## src/rtl/cabac_pkg.sv

```systemverilog
// Shared types and constants for the CABAC bitstream byte feeder.
package cabac_pkg;

   localparam int BYTE_W     = 8;
   localparam int INIT_BYTES = 3;
   localparam int VALUE_W    = 24;

   typedef enum logic [1:0] {
      ST_IDLE = 2'd0,
      ST_INIT = 2'd1,
      ST_RUN  = 2'd2
   } state_e;

   // Byte slot 0 is the most significant byte of the initial m_value.
   function automatic logic [VALUE_W-1:0] place_init_byte(
      input logic [VALUE_W-1:0] value,
      input logic [BYTE_W-1:0]  b,
      input logic [1:0]         slot
   );
      logic [VALUE_W-1:0] r;
      r = value;
      case (slot)
         2'd0:    r[23:16] = b;
         2'd1:    r[15:8]  = b;
         2'd2:    r[7:0]   = b;
         default: r = value;
      endcase
      return r;
   endfunction

endpackage

```

## src/rtl/cabac_byte_fifo.sv

```systemverilog
// Show-ahead synchronous byte FIFO with flush and fill level.
module cabac_byte_fifo
   import cabac_pkg::*;
#(
   parameter int DEPTH = 4,
   parameter int LVL_W = $clog2(DEPTH) + 1
) (
   input  logic              clk,
   input  logic              rst,
   input  logic              flush,
   input  logic              push,
   input  logic              pop,
   input  logic [BYTE_W-1:0] din,
   output logic [BYTE_W-1:0] dout,
   output logic              full,
   output logic [LVL_W-1:0]  level
);

   localparam int PTR_W = $clog2(DEPTH);

   logic [DEPTH-1:0][BYTE_W-1:0] mem_q, mem_d;
   logic [PTR_W-1:0]             wr_ptr_q, wr_ptr_d;
   logic [PTR_W-1:0]             rd_ptr_q, rd_ptr_d;
   logic [LVL_W-1:0]             level_q, level_d;
   logic                         push_ok_s, pop_ok_s;

   assign full  = (level_q == LVL_W'(DEPTH));
   assign level = level_q;
   assign dout  = mem_q[rd_ptr_q];

   // Next-state for storage, pointers and occupancy; flush drops any same-cycle push.
   always_comb begin
      mem_d     = mem_q;
      wr_ptr_d  = wr_ptr_q;
      rd_ptr_d  = rd_ptr_q;
      level_d   = level_q;
      push_ok_s = push & ~full;
      pop_ok_s  = pop & (level_q != LVL_W'(0));
      if (flush) begin
         wr_ptr_d = PTR_W'(0);
         rd_ptr_d = PTR_W'(0);
         level_d  = LVL_W'(0);
      end else begin
         if (push_ok_s) begin
            mem_d[wr_ptr_q] = din;
            wr_ptr_d        = wr_ptr_q + PTR_W'(1);
         end else begin
            wr_ptr_d = wr_ptr_q;
         end
         if (pop_ok_s) begin
            rd_ptr_d = rd_ptr_q + PTR_W'(1);
         end else begin
            rd_ptr_d = rd_ptr_q;
         end
         case ({push_ok_s, pop_ok_s})
            2'b10:   level_d = level_q + LVL_W'(1);
            2'b01:   level_d = level_q - LVL_W'(1);
            default: level_d = level_q;
         endcase
      end
   end

   // State registers.
   always_ff @(posedge clk or posedge rst) begin
      if (rst) begin
         mem_q    <= '0;
         wr_ptr_q <= PTR_W'(0);
         rd_ptr_q <= PTR_W'(0);
         level_q  <= LVL_W'(0);
      end else begin
         mem_q    <= mem_d;
         wr_ptr_q <= wr_ptr_d;
         rd_ptr_q <= rd_ptr_d;
         level_q  <= level_d;
      end
   end

endmodule

```

## src/rtl/cabac_byte_feeder.sv

```systemverilog
// Byte supplier for the arithmetic decoder: slice-start m_value assembly, then per-request bytes.
module cabac_byte_feeder
   import cabac_pkg::*;
#(
   parameter int DEPTH = 4,
   parameter int LVL_W = $clog2(DEPTH) + 1
) (
   input  logic               clk,
   input  logic               rst,
   input  logic               start,
   input  logic               flush,
   input  logic [BYTE_W-1:0]  s_data,
   input  logic               s_valid,
   output logic               s_ready,
   input  logic               request_byte,
   output logic [BYTE_W-1:0]  byte_out,
   output logic               byte_valid,
   output logic               stall,
   output logic [VALUE_W-1:0] init_value,
   output logic               init_valid,
   output logic               running,
   output logic [LVL_W-1:0]   level
);

   state_e              state_q, state_d;
   logic [1:0]          cnt_q, cnt_d;
   logic [VALUE_W-1:0]  init_value_q, init_value_d;
   logic                running_q;
   logic                pop_s, full_s, have_byte_s;
   logic [BYTE_W-1:0]   head_s;

   cabac_byte_fifo #(.DEPTH(DEPTH), .LVL_W(LVL_W)) u_fifo (
      .clk   (clk),
      .rst   (rst),
      .flush (flush),
      .push  (s_valid),
      .pop   (pop_s),
      .din   (s_data),
      .dout  (head_s),
      .full  (full_s),
      .level (level)
   );

   assign s_ready     = ~full_s;
   assign have_byte_s = (level != LVL_W'(0));
   assign byte_out    = head_s;
   assign init_value  = init_value_q;
   assign running     = running_q;

   // Sequencing: flush beats start, start beats normal INIT/RUN work.
   always_comb begin
      state_d      = state_q;
      cnt_d        = cnt_q;
      init_value_d = init_value_q;
      pop_s        = 1'b0;
      init_valid   = 1'b0;
      byte_valid   = 1'b0;
      stall        = 1'b0;
      if (flush) begin
         state_d = ST_IDLE;
         cnt_d   = 2'd0;
      end else if (start) begin
         state_d = ST_INIT;
         cnt_d   = 2'd0;
      end else begin
         case (state_q)
            ST_IDLE: state_d = ST_IDLE;
            ST_INIT: begin
               if (have_byte_s) begin
                  pop_s        = 1'b1;
                  init_value_d = place_init_byte(init_value_q, head_s, cnt_q);
                  if (cnt_q == 2'(INIT_BYTES - 1)) begin
                     init_valid = 1'b1;
                     cnt_d      = 2'd0;
                     state_d    = ST_RUN;
                  end else begin
                     cnt_d = cnt_q + 2'd1;
                  end
               end else begin
                  cnt_d = cnt_q;
               end
            end
            ST_RUN: begin
               if (request_byte) begin
                  if (have_byte_s) begin
                     pop_s      = 1'b1;
                     byte_valid = 1'b1;
                  end else begin
                     stall = 1'b1;
                  end
               end else begin
                  pop_s = 1'b0;
               end
            end
            default: begin
               state_d = ST_IDLE;
               cnt_d   = 2'd0;
            end
         endcase
      end
   end

   // FSM and registered status.
   always_ff @(posedge clk or posedge rst) begin
      if (rst) begin
         state_q      <= ST_IDLE;
         cnt_q        <= 2'd0;
         init_value_q <= '0;
         running_q    <= 1'b0;
      end else begin
         state_q      <= state_d;
         cnt_q        <= cnt_d;
         init_value_q <= init_value_d;
         running_q    <= (state_d == ST_RUN);
      end
   end

endmodule

```

## config.mk

```make
export PLATFORM = sky130hd
export DESIGN_NAME = cabac_byte_feeder
export DESIGN_NICKNAME = d
export VERILOG_FILES = /design/src/rtl/cabac_pkg.sv /design/src/rtl/cabac_byte_fifo.sv /design/src/rtl/cabac_byte_feeder.sv
export SDC_FILE = /design/constraint.sdc
export NUM_CORES = 1
export LEC_CHECK = 0
export BUFFER_PORTS_ARGS = -buffer_cell sky130_fd_sc_hd__buf_2
export CORE_UTILIZATION = 41
export DETAILED_ROUTE_END_ITERATION = 12
export HOLD_SLACK_MARGIN = 0.12
export PLACE_DENSITY_LB_ADDON = 0.2
export SETUP_SLACK_MARGIN = 0.05
export SYNTH_ARGS = -nofsm -noshare
export SYNTH_HDL_FRONTEND = slang
export SYNTH_HIERARCHICAL = 1
export SYNTH_SLANG_ARGS = --single-unit
```

## constraint.sdc

```tcl
create_clock -name clk -period 3.7 [get_ports clk]
set_clock_uncertainty 0.2 [all_clocks]
set_input_delay 0.37 -clock clk [delete_from_list [all_inputs] [get_ports clk]]
set_output_delay 0.37 -clock clk [all_outputs]
set_load 0.005 [all_outputs]
```

==> out/qor.yml, run 1 <==
yosys:
  synth-seq-cells: 68
  ys_types: 43
  yosysSeqAreaShare_pct: 52.3
  synth_top_area_share_pct: 52.3
  synth_most_common_cell: "dfrtp_1"
  synthFlopType: "dfrtp_1"
  synth_area_leaders: "dfrtp_1 (52%), mux2_2 (18%), mux4_2 (5.5%)"
  syn_nets: 255
  synthCells: 234
  synth.largest_area_cell: "dfrtp_1"
  synthTopCellsByCount: "dfrtp_1 (68), mux2_2 (53), inv_1 (14)"
  synth_edf_count: 0
  postSynthAreaPerCell_sq_um: 13.9
  yosysWarnings: 6
  async_reset_ff_share_pct: 100
  syn_area_sq_mm: 0.00325
cts:
  clock_path_buffers: 2
  cts_tree: "built"
  cts_sinks: 68
  clk_latency_ns: 0.34
  htreeDepth: 3
  cts_buffers: 9
  post_cts_buffers: 0
  clkTransAtPathRegs_ns: 0.08
  root_buffer: "clkbuf_8"
global_routing:
  grt_pass1_vias: 1998
  grt_overflow: 0
  grt_max_degree: 40
  grt_pass1_wl_microns: 10400
  antenna_found_initial: 0
  grt_usage_pct: 16.2
timing:
  setup-tns-final_ns: 0
  max_clock_freq_mhz: 315
  worst_pin_slew_ns: 1.10
  rsz0062_at_grt: "no"
  setup_violations: 0
  finalHoldViolations: 0
  post-route-period-util_pct: 85.7
  max_slew_margin_pct: 26.6
  fin_crit_ns: 3.17
  drv_slew: 0
worst_setup_path:
  required_ns: 3.76
  cp-end-kind: "register"
  crit_fanout: 12
  regToRegSetupSlack_ns: 0.53
  critPathMaxStageDelay_ns: 0.62
  reg2reg_from: "u_fifo/level[1]"
  crit_chain: "or3_1 -> nand2_1 -> a21oi_1 -> o31ai_1 -> nor2_1 -> fa_1 -> nand2b_1 -> or4_1 -> a31oi_1"
  start_kind: "register"
  cp_slowest_cell: "or3_1"
  cp.arrival_ns: 3.23
  critical_path_class: "register to register"
  r2r_cells: 9
  r2r_end: "u_fifo/level[2]"
detailed_routing:
  drt-total-wl_microns: 6150
  avgRoutedWirePerCell_microns: 15.2
  drt_first_pass_iters: 4
  vias: 2036
  avgViaCountPerCell: 5.03
  drc: 0
  ant_nets: 0
  drtIter0Drc: 81
floorplanning:
  io_pins: 54
  die_height_microns: 91.1
  rows: 32
  start_util_pct: 42.3
  die_area_sq_mm: 0.00829
  dieWidth_microns: 91.1
  core_sq_mm: 0.00769
finish:
  synthToLayoutAreaGrowth_pct: 19.8
  nFillCells: 712
  final_nets: 319
  antennaDiodeCount: 0
  layout-drive-gt1-share_pct: 46.2
  multi_input_area_sq_mm: 0.00143
  ff_latch_area_sq_mm: 0.00170
pwr:
  power.leakage_nw: 1.89
  p_per_area_mw_per_mm2: 466
  ir_drop_uv: 169
  finalPower_w: 0.00182
worst_hold_path:
  hold_end: "state_q[0]"
  hold_path.startpoint: "start"
  min_path_type: "input pin to register"
  whs_path_depth: 2
placed_design:
  gp_congestion: 0.818
  numPortBuffers: 53
  hpwl_microns: 4230
job:
  maxCapViolCount: 0
outcome:
  status: "completed"
-- report_power, final --
part	internal, W	switching [W]
clock network	0.000380	0.000287
registers	0.000843	0.0000488
logic	0.000146	0.000112
-- layout by cell type (no fill, tap or decap), types with 3 or more instances in the layout --
cell	count
nor3_1	6
clkbuf_8	9
mux2_1	4
dfrtp_1	68
a21oi_1	7
nand2_1	5
buf_2	53
dlygate4sd3_1	9
o21ai_0	3
nand3_1	4
nand4_4	3
ha_1	6
nor2_1	8
inv_1	14
mux4_2	8
nand3_4	4
mux2_2	53
-- cell families after synthesis --
| kind of cell | Yosys count | synth area share [%] |
|---|---|---|
| DFF | 68 | 52.3 |
| xor gates and xnor gates | 3 | 0.808 |
| adders and majority gates | 7 | 2.92 |
| AOI/OAI and AO/OA | 25 | 5.31 |
| muxes | 65 | 25.3 |
| buffers and inverters | 24 | 3.58 |
| and+or+nand+nor | 42 | 9.77 |
-- area by class of cell --
cell class,count,share of cell area (%)
flip-flops and latches,68,43.7
inverters,14,1.35
repair buffers,63,9.32
well taps,102,3.28
clock inverters,6,2.28
multi-input cells,142,36.8
clock buffers,10,3.28
-- worst max path at each step --
stage	from	to	slack (ns)
after floorplan	u_fifo/level[1]	u_fifo/level[2]	0.91
after global placement	u_fifo/level[1]	u_fifo/level[2]	0.69
after detailed placement	u_fifo/level[1]	u_fifo/level[2]	0.57
after CTS	u_fifo/level[1]	u_fifo/level[2]	0.55
after global routing	u_fifo/level[1]	u_fifo/level[2]	0.31
final	u_fifo/level[1]	u_fifo/level[2]	0.53
-- flip-flops by register name, indices dropped and copies added, names as in the netlist --
register	count
state_q	2
u_fifo/wr_ptr_q	2
cnt_q	2
u_fifo/rd_ptr_q	2
u_fifo/mem_q	32
init_value	24
u_fifo/level	3
running	1
-- metrics by stage --
stage	setup slack, ns	hold slack, ns	instance area, sq um	cells	util (%)
after floorplan	0.908	0.248	3250	234	-
after global placement	0.694	0.270	3590	380	46.7
after detailed placement	0.574	0.278	3590	380	46.7
after CTS	0.550	0.146	3890	405	50.7
after global routing	0.313	0.148	3890	405	50.7
final	0.530	0.163	3890	405	50.7
-- worst max-delay path: cells and delay by family, from the launching register on --
family,cells,cell delay [ns]
compound gates,3,0.52
fa+ha+maj,1,0.39
simple gates,5,1.47
flops,1,0.51
-- layer usage --
layer  vias to the layer above  part of all wire (%)  track usage [%]
met1                      1012                    49             22.1
met5                         -                     0                0
met3                        10                   2.4             2.60
met2                        35                    47             25.1
li1                        979                     -                -
met4                         0                   2.1             8.07
-- what timing repair did --
item,CTS,global route
hold buffers,9,0
setup endpoints to repair,0,0
resized for setup,0,0
endpoints found under the hold margin,68,0
(Power assumes the default switching activity.)
==> run 2, diff against run 1 <==
PLACE_DENSITY = 0.65   (was not set)
PLACE_DENSITY_LB_ADDON = not set   (was 0.2)
==> run 2 against run 1 <==
Effect of this change:
- final area unchanged
- sequential cell count unchanged
- first-iteration DRC count unchanged
- global-route usage decreased by 0.21 points
- die area unchanged
- largest power group unchanged
==> out/qor.yml, run 2 (synthesized netlist as in run 1, its figures left out) <==
outcome:
  status: "completed"
global_routing:
  grt_max_degree: 40
  grt_pass1_wl_microns: 10200
  grt_usage_pct: 16.0
  antenna_found_initial: 0
  grt_pass1_vias: 2035
  grt_overflow: 0
worst_setup_path:
  start_kind: "register"
  reg2reg_from: "u_fifo/level[1]"
  regToRegSetupSlack_ns: 0.57
  crit_fanout: 12
  r2r_end: "u_fifo/level[2]"
  cp-end-kind: "register"
  critical_path_class: "register to register"
  cp.arrival_ns: 3.19
  r2r_cells: 9
  required_ns: 3.76
detailed_routing:
  avgViaCountPerCell: 5.11
  drc: 0
  drt_first_pass_iters: 4
  drt-total-wl_microns: 6090
  drtIter0Drc: 81
  avgRoutedWirePerCell_microns: 15.0
  vias: 2070
  ant_nets: 0
timing:
  post-route-period-util_pct: 84.5
  setup_ws_ns: 0.572
  rsz0062_at_grt: "no"
  fin_crit_ns: 3.13
  finalHoldViolations: 0
  setup-tns-final_ns: 0
  drv_slew: 0
  max_clock_freq_mhz: 320
  max_slew_margin_pct: 27.2
  worst_pin_slew_ns: 1.09
  whs_ns: 0.161
  setup_violations: 0
worst_hold_path:
  whs_path_depth: 2
  hold_end: "state_q[0]"
  min_path_type: "input pin to register"
  hold_path.startpoint: "start"
floorplanning:
  rows: 32
  die_area_sq_mm: 0.00829
  io_pins: 54
  start_util_pct: 42.3
  dieWidth_microns: 91.1
  core_sq_mm: 0.00769
  die_height_microns: 91.1
finish:
  final_common_cell: "dfrtp_1"
  mostFrequentLayoutCells: "dfrtp_1 (68), mux2_2 (53), buf_2 (53), inv_1 (14)"
  synthToLayoutAreaGrowth_pct: 19.8
  top_register: "u_fifo/mem_q"
  fin_area_sq_mm: 0.00389
  largest_register_ff_count: 32
  antennaDiodeCount: 0
  layout-drive-gt1-share_pct: 46.2
  final_nets: 319
cts:
  root_buffer: "clkbuf_8"
  cts_buffers: 9
  clkTransAtPathRegs_ns: 0.08
  htreeDepth: 3
  clk_latency_ns: 0.34
  cts_hold_buf: 9
  cts_tree: "built"
  ctsResizeCount: 0
  cts_sinks: 68
  clock_path_buffers: 2
  post_cts_buffers: 0
job:
  maxCapViolCount: 0
placed_design:
  gp_congestion: 0.792
  place_ws_ns: 0.625
  place_area_sq_mm: 0.00359
  numPortBuffers: 53
  hpwl_microns: 4210
pwr:
  ir_drop_uv: 308
  p_per_area_mw_per_mm2: 466
  power.leakage_nw: 1.89
run 2: power by group:
| part | switching (W) | total, W | internal [W] |
|---|---|---|---|
| combinational | 0.000113 | 0.000258 | 0.000146 |
| clock | 0.000285 | 0.000665 | 0.000379 |
| sequential | 0.0000502 | 0.000893 | 0.000843 |
| total | 0.000448 | 0.00182 | 0.00137 |
run 2: layout make-up:
class	count	area [sq um]
fill	691	3790
inverter	14	52.6
multi-input combinational	142	1430
tap	102	128
clock buffer	10	128
timing repair buffer	63	363
sequential	68	1700
clock inverter	6	88.8
run 2: worst max-delay path, cell delays in order, from the launching register on:
cell	delay, ns
dfrtp_1	0.51
or3_1	0.61
nand2_1	0.12
a21oi_1	0.14
o31ai_1	0.18
nor2_1	0.11
fa_1	0.39
nand2b_1	0.17
or4_1	0.43
a31oi_1	0.18
run 2: stage by stage:
step                util [%]  instances  total power [W]
global route            50.7        405          0.00191
CTS                     50.7        405          0.00184
detailed placement      46.7        380          0.00116
floorplan                  -        234          0.00107
finish                  50.7        405          0.00182
global placement        46.7        380          0.00115
run 2: worst max-delay path by stage:
stage,start,endpoint
6_report,u_fifo/level[1],u_fifo/level[2]
4_1_cts,u_fifo/level[1],u_fifo/level[2]
5_1_grt,u_fifo/level[1],u_fifo/level[2]
3_5_place_dp,u_fifo/level[1],u_fifo/level[2]
3_3_place_gp,u_fifo/level[1],u_fifo/level[2]
2_1_floorplan,u_fifo/level[1],u_fifo/level[2]
run 2: layer usage:
layer	global-route usage (%)	vias up	wire length, microns
li1	-	976	-
met1	21.6	1036	2890
met2	25.1	49	2860
met3	2.60	9	213
met4	7.80	0	122
met5	0	-	0
==> run 3, diff against run 2 <==
clock period = 3 ns   (was 3.7 ns; I/O delays follow)
==> run 3 against run 2 <==
Effect of this change:
- clock power rose by 22%
- final area rose by 2.1%
- worst setup slack got worse by 0.26 ns
- global-route usage rose by 0.41 points
- cell count rose by 2.5%
- power rose by 23%
- register-to-register slack got worse by 0.26 ns
- first-iteration DRC count fell by 4.9%
- wire length rose by 1.4%
- die area did not move
- largest cell class unchanged
==> out/qor.yml, run 3 (synthesized netlist as in run 1, its figures left out) <==
outcome:
  status: "completed"
detailed_routing:
  drc: 0
  avgViaCountPerCell: 5.14
  drt_first_pass_iters: 4
  drtIter0Drc: 77
  ant_nets: 0
  vias: 2133
  avgRoutedWirePerCell_microns: 14.9
  drt-total-wl_microns: 6170
timing:
  setup_violations: 0
  setup-tns-final_ns: 0
  post-route-period-util_pct: 89.6
  worst_pin_slew_ns: 0.746
  finalHoldViolations: 0
  rsz0062_at_grt: "no"
  drv_slew: 0
  fin_crit_ns: 2.69
  whs_ns: 0.292
  max_slew_margin_pct: 50.1
  max_clock_freq_mhz: 372
cts:
  cts_tree: "built"
  clkTransAtPathRegs_ns: 0.07
  cts_buffers: 9
  post_cts_buffers: 0
  htreeDepth: 3
  root_buffer: "clkbuf_8"
  cts_sinks: 68
  clock_path_buffers: 2
  clk_latency_ns: 0.33
finish:
  largest_register_ff_count: 32
  ff_latch_area_sq_mm: 0.00170
  final_common_cell: "dfrtp_1"
  top_register: "u_fifo/mem_q"
  nFillCells: 681
  multi_input_area_sq_mm: 0.00143
  synthToLayoutAreaGrowth_pct: 22.3
  antennaDiodeCount: 0
  mostFrequentLayoutCells: "dfrtp_1 (68), mux2_2 (53), buf_2 (53), inv_1 (14), dlygate4sd3_1 (12)"
  layout-drive-gt1-share_pct: 47.0
  final_nets: 329
global_routing:
  grt_pass1_vias: 2164
  grt_usage_pct: 16.4
  grt_max_degree: 40
  grt_overflow: 0
  antenna_found_initial: 0
  grt_pass1_wl_microns: 10500
floorplanning:
  io_pins: 54
  die_area_sq_mm: 0.00829
  dieWidth_microns: 91.1
  rows: 32
  die_height_microns: 91.1
  start_util_pct: 42.3
  core_sq_mm: 0.00769
worst_setup_path:
  cp-end-kind: "register"
  required_ns: 3.06
  cp_slowest_cell: "dfrtp_1"
  crit_fanout: 5
  cp.arrival_ns: 2.74
  critical_path_class: "register to register"
  crit_chain: "inv_1 -> ha_1 -> inv_1 -> a21oi_1 -> o31ai_1 -> nor2_1 -> fa_1 -> nand2b_1 -> or4_1 -> a31oi_1"
  critPathMaxStageDelay_ns: 0.40
  cpMostUsedCell: "inv_1"
  start_kind: "register"
placed_design:
  gp_congestion: 0.789
  hpwl_microns: 4330
  numPortBuffers: 53
pwr:
  p_per_area_mw_per_mm2: 563
  ir_drop_uv: 281
  power.leakage_nw: 1.93
worst_hold_path:
  min_path_type: "register to register"
job:
  maxCapViolCount: 0
run 3: cell types whose count changed in the layout (fill, tap and decap cells not counted), sizes merged:
cell,change
buf,+7
dlygate4sd3,+3
run 3: final timing paths:
check                                 start  depth (start not counted)  slack (ns)          endpoint
setup / recovery                 state_q[1]                         10        0.31   u_fifo/level[2]
hold / removal             u_fifo/mem_q[31]                          1        0.29  u_fifo/mem_q[31]
setup reg to reg                 state_q[1]                         10        0.31   u_fifo/level[2]
hold reg to reg            u_fifo/mem_q[31]                          1        0.29  u_fifo/mem_q[31]
max in group asynchronous               rst                          4        1.83  u_fifo/mem_q[26]
min in group asynchronous               rst                          4        0.38        state_q[0]
run 3: final cells by class:
type / instances / share of cell area [%]
tap: 102 / 3.21
timing repair buffer: 73 / 11.2
sequential: 68 / 42.8
clock buffer: 10 / 3.21
multi-input combinational: 142 / 36.0
inverter: 14 / 1.32
clock inverter: 6 / 2.23
run 3: report_power, final:
part,switching (W),internal (W)
Combinational,0.000145,0.000187
Clock,0.000341,0.000468
Sequential,0.0000603,0.00104
run 3: what timing repair did:
action | in CTS | in global routing
resized for setup | 0 | 0
hold endpoints to repair | 104 | 0
hold buffers | 12 | 0
run 3: per-stage QoR:
| step | cells | area (sq um) | total power [W] | utilization, % | worst slack, ns |
|---|---|---|---|---|---|
| after floorplan | 234 | 3250 | 0.00132 | - | 0.208 |
| after global placement | 387 | 3640 | 0.00143 | 47.4 | 0.428 |
| after detailed placement | 387 | 3640 | 0.00144 | 47.4 | 0.354 |
| after CTS | 415 | 3980 | 0.00226 | 51.7 | 0.332 |
| after global routing | 415 | 3980 | 0.00234 | 51.7 | 0.103 |
| final | 415 | 3980 | 0.00224 | 51.7 | 0.311 |
run 3: critical path: cells and delay by family, from the launching register on:
| kind | cells | cell delay, ns |
|---|---|---|
| fa+ha+maj | 2 | 0.70 |
| compound gates | 3 | 0.38 |
| buf+inv | 2 | 0.25 |
| simple gates | 3 | 0.68 |
| flops | 1 | 0.40 |
run 3: routing by layer:
metal / GRT usage [%] / vias up / wire, microns
met1: 20.5 / 1071 / 2750
li1: - / 998 / -
met2: 27.3 / 50 / 3060
met5: 0 / - / 0
met3: 2.68 / 14 / 217
met4: 8.60 / 0 / 140
